===== src/rtl/simd_frame_loader.sv =====
// Framing stage around the 4-lane SIMD datapath: parses header plus
// operand bytes into lane shift strobes, then packs serial results back into bytes.
module simd_frame_loader #(
  parameter int bw = 32
) (
  input  logic       clk,
  input  logic       rst,
  input  logic       in_valid,
  input  logic [7:0] in_data,
  output logic       in_ready,
  output logic       load,
  output logic [7:0] lane_bits,
  output logic [3:0] mode,
  output logic       dtype,
  output logic       send,
  input  logic [3:0] res_bits,
  output logic       out_valid,
  output logic [7:0] out_data,
  input  logic       out_ready,
  output logic       busy
);

  localparam int CW = $clog2(bw);
  localparam int BB = 4 * bw;

  typedef enum logic [2:0] {
    IDLE,
    LOAD,
    SETTLE,
    SEND,
    CAPTURE,
    EMIT
  } state_t;

  state_t          state_q, state_d;
  logic [CW-1:0]   cnt_q, cnt_d;
  logic            load_q, load_d;
  logic [7:0]      lane_q, lane_d;
  logic [3:0]      mode_q, mode_d;
  logic            dtype_q, dtype_d;
  logic            rdy_q, rdy_d;
  logic [BB-1:0]   buf_q, buf_d;
  logic            in_acc;

  assign in_acc = in_valid && rdy_q;

  always_ff @(posedge clk) begin
    if (!rst) begin
      state_q <= IDLE;
      cnt_q   <= '0;
      load_q  <= 1'b0;
      lane_q  <= 8'h00;
      mode_q  <= 4'h0;
      dtype_q <= 1'b0;
      rdy_q   <= 1'b0;
      buf_q   <= '0;
    end else begin
      state_q <= state_d;
      cnt_q   <= cnt_d;
      load_q  <= load_d;
      lane_q  <= lane_d;
      mode_q  <= mode_d;
      dtype_q <= dtype_d;
      rdy_q   <= rdy_d;
      buf_q   <= buf_d;
    end
  end

  always_comb begin
    state_d = state_q;
    cnt_d   = cnt_q;
    load_d  = 1'b0;
    lane_d  = lane_q;
    mode_d  = mode_q;
    dtype_d = dtype_q;
    buf_d   = buf_q;
    unique case (state_q)
      IDLE: begin
        if (in_acc && in_data[7]) begin
          mode_d  = in_data[3:0];
          dtype_d = in_data[4];
          cnt_d   = '0;
          state_d = LOAD;
        end
      end
      LOAD: begin
        if (in_acc) begin
          load_d = 1'b1;
          lane_d = in_data;
          if (cnt_q == CW'(bw - 1)) begin
            cnt_d   = '0;
            state_d = SETTLE;
          end else begin
            cnt_d = cnt_q + CW'(1);
          end
        end
      end
      SETTLE: state_d = SEND;
      SEND: begin
        cnt_d   = '0;
        state_d = CAPTURE;
      end
      CAPTURE: begin
        // nibble 0 ends up in the top of the buffer
        buf_d = {buf_q[BB-5:0], res_bits};
        if (cnt_q == CW'(bw - 1)) begin
          cnt_d   = '0;
          state_d = EMIT;
        end else begin
          cnt_d = cnt_q + CW'(1);
        end
      end
      EMIT: begin
        if (out_ready) begin
          buf_d = buf_q << 8;
          if (cnt_q == CW'(bw / 2 - 1)) begin
            cnt_d   = '0;
            state_d = IDLE;
          end else begin
            cnt_d = cnt_q + CW'(1);
          end
        end
      end
      default: state_d = IDLE;
    endcase
    rdy_d = (state_d == IDLE) || (state_d == LOAD);
  end

  assign in_ready  = rdy_q;
  assign load      = load_q;
  assign lane_bits = lane_q;
  assign mode      = mode_q;
  assign dtype     = dtype_q;
  assign send      = (state_q == SEND);
  assign out_valid = (state_q == EMIT);
  assign out_data  = out_valid ? buf_q[BB-1 -: 8] : 8'h00;
  assign busy      = (state_q != IDLE);

endmodule

===== config.mk =====
export PLATFORM = sky130hd
export DESIGN_NAME = simd_frame_loader
export DESIGN_NICKNAME = d
export VERILOG_FILES = /design/src/rtl/simd_frame_loader.sv
export SDC_FILE = /design/constraint.sdc
export NUM_CORES = 1
export LEC_CHECK = 0
export CELL_PAD_IN_SITES_DETAIL_PLACEMENT = 0
export CELL_PAD_IN_SITES_GLOBAL_PLACEMENT = 1
export CORE_AREA = 2 2 192 100
export CTS_CLUSTER_SIZE = 30
export DETAILED_ROUTE_END_ITERATION = 10
export DIE_AREA = 0 0 194 102
export PLACE_DENSITY = 0.73
export SYNTH_ARGS = -nofsm -noshare
export SYNTH_HDL_FRONTEND = slang
export SYNTH_SLANG_ARGS = --single-unit

===== constraint.sdc =====
create_clock -name clk -period 1.8 [get_ports clk]
set_clock_uncertainty 0.15 [all_clocks]
set_input_delay 0.27 -clock clk [delete_from_list [all_inputs] [get_ports clk]]
set_output_delay 0.27 -clock clk [all_outputs]
set_load 0.005 [all_outputs]

Word-level counts from Yosys, hierarchy flattened
Index checks and enable logic that the tools add are counted.
- add/subtract/negate cells: 1
- equality and inequality tests: 11
- multiplexer cells: 17
- reductions and logical operators: 13
- operator list (kind ; number):
    one-hot mux 128 bit (2 select lines) ; 1
    two-way mux 128 bit ; 1
    two-way mux 5 bit ; 5
    one-hot mux 5 bit (5 select lines) ; 1
    two-way mux 3 bit ; 6
    one-hot mux 3 bit (6 select lines) ; 1
    two-way mux 8 bit ; 1
    AND reduction 2 bit ; 4
    == test 3 x 1 -> 1 bit, second input constant ; 2
    == test 3 x 2 -> 1 bit, second input constant ; 2
    == test 3 bit, second input constant ; 2
    logical NOT 3 bit ; 2
    adder 5 x 1 -> 5 bit, second input constant ; 1
    == test 5 x 4 -> 1 bit, second input constant ; 1
    == test 5 bit, second input constant ; 1
    nonzero test 5 bit ; 1
    inequality test 2 bit, second input constant ; 2
    AND reduction 4 bit ; 1
    nonzero test 3 bit ; 1
    logical AND 1 bit ; 2
    inequality test 2 x 1 -> 1 bit, second input constant ; 1
    nonzero test 2 bit ; 1
    logical OR 1 bit ; 1
    two-way mux 1 bit ; 1
- bits in registers: 151
- word-level logic and storage cells: 50

Depth between registers and ports, before layout
- word-level depth: 6
- mapped depth: 8

Worst setup path before layout
Ideal clock, no wire load.
- kind: register -> register
- from: reg cnt_q[0]
- to: reg cnt_q[4]
- library setup time: 0.115 ns
- data arrival time: 1.556 ns
- path slack: -0.021 ns
- cell stages (with the launch flop): 8
- buffers on the path: 0
- period minus slack after synthesis: 1.821 ns
- cell sequence: dfxtp_1 > ha_1 > and3_1 > ha_1 > nand2b_1 > a31oi_1 > and4bb_1 > o21a_1
- cells in the longest elaborated chain, start to end: 4
- ends and longest elaborated chain (what ; RTL line ; text):
    from (decl) ; 36 ; logic [CW-1:0] cnt_q, cnt_d;
    from (signal assigned) ; 59 ; cnt_q <= cnt_d;
    adder 5 x 1 -> 5 bit (tied with other cells) ; 94, 110, 120 ;
    two-way mux 5 bit (on tied branches) ; 116, 90, 106 ;
    two-way mux 5 bit (on tied branches) ; 114, 87 ;
    one-hot mux 5 bit (5 select lines) (*) ; 77 ; unique case (state_q)
Every way passes the cells marked *; elsewhere a longest branch is shown, timed or not. The select of a mux whose other input is x is not followed.
A chain may end at the register's enable or synchronous reset.

Worst setup path in the final report
Same ends and word-level chain as after synthesis.

==> qor.yml <==
status:
  status: "finished with violations"
  failed_checks: "negative setup slack"
power_and_ir_drop:
  ir_drop_mv: 0.656
  p_int_mw: 5.86
  switching_share: 0.206
  pwr-share-seq: 0.454
  pwr-share-comb: 0.032
  power_leakage_nw: 2.95
  power_density_nw_per_um2: 784
  switchingPower_mw: 1.52
  p_clk_frac: 0.513
layout:
  layout_commonest_cell: "nand2_1"
  diodes: 0
  area_delta_synth_final_pct: 28.7
  final_layout_size_suffix_gt1_frac: 0.308
  most-common-layout-cells: "248 x nand2_1, 146 x dfxtp_1, 136 x nor2_1, 101 x a311oi_2, 63 x buf_4"
  stdcell_count: 1158
  nNetsFinal: 927
synthesis:
  synth_compound_area_frac: 0.253
  syn_area_um2: 7320
  synth_edf_count: 0
  synthXorXnorAreaFrac: 0
  synth_top_family_by_area: "compound AO/OA/AOI/OAI gates"
  synth_ff_type: "dfxtp_1"
  ys_ff_latch: 151
  synth_simple_gate_area_frac: 0.238
  ys_seq_area_frac: 0.413
  yosys.area_share.adder: 0.00684
  async_flop_share: 0
  yosys_warnings: 0
  synth_cells: 829
  syn_nets: 849
  synth_area_per_cell_um2: 8.83
  synthMuxAreaShare: 0.0191
  ys_types: 42
sta:
  slew-limit-headroom: 0.795
  setup_ws_ps: -96.8
  timing.final.crit_share: 1.05
  fin_tns_setup_ps: -2990
  setup_viol: 81
  drv_slew: 0
  hold_violations: 0
  finalHoldWorstSlack_ps: 322
  rsz0062_at_grt: "true"
  fin_crit_ps: 1900
  max_slew.worst_pin.slew_ps: 306
  fmax_ghz: 0.527
clock_tree:
  path_clk_slew_ps: 60
  cts.path.max_buffers: 2
  cts_buffers: 17
  worstSkewPairLatency_ps: 410
  cts_root_buf: "clkbuf_16"
  cts_tree: "yes"
  clkSinkCount: 151
  cts_htree_levels: 4
worst_setup_path:
  cp-end-kind: "flip-flop"
  cp.arrival_ps: 2050
  crit_chain: "ha_4 > and3_4 > inv_2 > ha_4 > nand2b_4 > a31oi_1 > and4bb_1 > o21a_1"
  cp_slowest_cell: "dfxtp_2"
  start_kind: "flip-flop"
  crit_type: "flip-flop to flip-flop"
  critical_path.max_fanout: 3
  crit_family: "simple AND/OR/NAND/NOR gates"
  worstPathRequired_ps: 1960
  rrSetupSlack_ps: -100
  cp_common_cell: "ha_4"
  crit_buf_inv: 1
  slowest_delay_ps: 360
die:
  row_count: 35
  coreArea_um2: 18000
  dieWidth_um: 194
  ios: 42
  die_height_um: 102
  dieArea_um2: 19800
  start_util: 0.406
global_routing:
  grt_usage: 0.170
  grt_pass1_wl_mm: 27.7
  antenna_found_initial: 0
  first_global_vias: 5663
  overflow: 0
  grt_max_degree: 36
drt:
  drc: 0
  drt_wl_total_mm: 17.1
  vias: 6140
  wl_per_cell_um: 14.8
  drtPass1Iterations: 5
  ant_nets: 0
  routed_via_density: 5.30
  drtIter0Drc: 400
placement:
  dpl.cell_count: 1110
  dp_hpwl_mm: 10.9
  numPortBuffers: 41
  place.gp.congestion: 0.803
  pre_cts_ws_ps: -254
min_path:
  hp-class: "input port to flip-flop"
job:
  max_cap_viol_count: 0
[registers in the layout, summed over array words and instances, names as in the netlist]
signal,cells
mode,4
lane_bits,8
dtype,1
buf_q,128
state_q,3
load,1
in_ready,1
cnt_q,5
[logic make-up after synthesis]
kind of cell             after synthesis
multiplexers                          14
adder cells (fa/ha/maj)                4
AO/OA/AOI/OAI                        146
flip-flops                           151
AND/OR/NAND/NOR                      433
buffers and inverters                 81
[area by class of cell]
class | instances | area, um2
clock buffer | 21 | 470
inverter | 6 | 32.5
clock inverter | 9 | 149
multi-input combinational | 597 | 3990
fill | 1597 | 8620
sequential | 151 | 3030
tap | 240 | 300
timing repair buffer | 134 | 1450
[cell usage after synthesis (all sizes together) (2+ instances only)]
library cell / number / area share
and2: 3 / 0.0026
nor2b: 2 / 0.0021
nand4: 4 / 0.0034
o211ai: 2 / 0.0021
nor2: 148 / 0.077
and3: 9 / 0.0077
o21ai: 3 / 0.0021
nor3: 3 / 0.0021
a22oi: 8 / 0.0082
a31oi: 2 / 0.0017
mux2i: 14 / 0.019
ha: 4 / 0.0068
nor4: 2 / 0.0017
nand2: 249 / 0.13
clkbuf: 20 / 0.010
dfxtp: 151 / 0.41
buf: 55 / 0.057
o22ai: 3 / 0.0026
nand2b: 4 / 0.0044
a311oi: 120 / 0.23
a21oi: 3 / 0.0021
nand3: 4 / 0.0027
nor3b: 2 / 0.0021
inv: 6 / 0.0031
[metrics by stage]
| step | power, mW | cell area (um2) | util |
|---|---|---|---|
| 4_1_cts | 7.43 | 9120 | 0.505 |
| 3_5_place_dp | 3.65 | 8340 | 0.462 |
| 3_3_place_gp | 3.64 | 8340 | 0.462 |
| 2_1_floorplan | 3.54 | 7330 | - |
| 5_1_grt | 7.63 | 9420 | 0.522 |
| 6_report | 7.38 | 9420 | 0.522 |
[tightest hold or removal path, delay by kind of cell]
kind	cells	cell delay (ps)
buffers and inverters	1	390
muxes	1	130
and+or+nand+nor	1	50
[path summary, 6_finish.rpt]
path,start,to,cells past startpoint
setup / recovery,cnt_q[0],cnt_q[4],8
hold / removal,in_data[5],lane_bits[5],3
setup reg to reg,cnt_q[0],cnt_q[4],8
hold reg to reg,buf_q[96],buf_q[104],2
[power groups by stage]
stage / logic [mW] / registers, mW / clock network, mW
2_1_floorplan: 0.110 / 3.43 / 0
3_3_place_gp: 0.213 / 3.43 / 0
3_5_place_dp: 0.218 / 3.43 / 0
4_1_cts: 0.228 / 3.35 / 3.85
5_1_grt: 0.252 / 3.35 / 4.02
6_report: 0.239 / 3.35 / 3.79
[timing repair]
action / 4_1_cts / 5_1_grt
gates resized for setup: 65 / 57
cloned: 1 / 4
endpoints found under the setup margin: 21 / 136
hold buffers: 0 / 0
pin swaps: 7 / 11
setup buffers: 6 / 11
[per-layer routing]
layer / part of all wire / global-route usage / wire (um) / vias to the layer above
met3: 0.046 / 0.0452 / 779 / 12
met2: 0.44 / 0.262 / 7530 / 119
met5: 0 / 0 / 0 / -
li1: - / - / - / 3056
met1: 0.51 / 0.235 / 8640 / 2953
met4: 0.0082 / 0.0455 / 140 / 0
(Power assumes the default switching activity.)
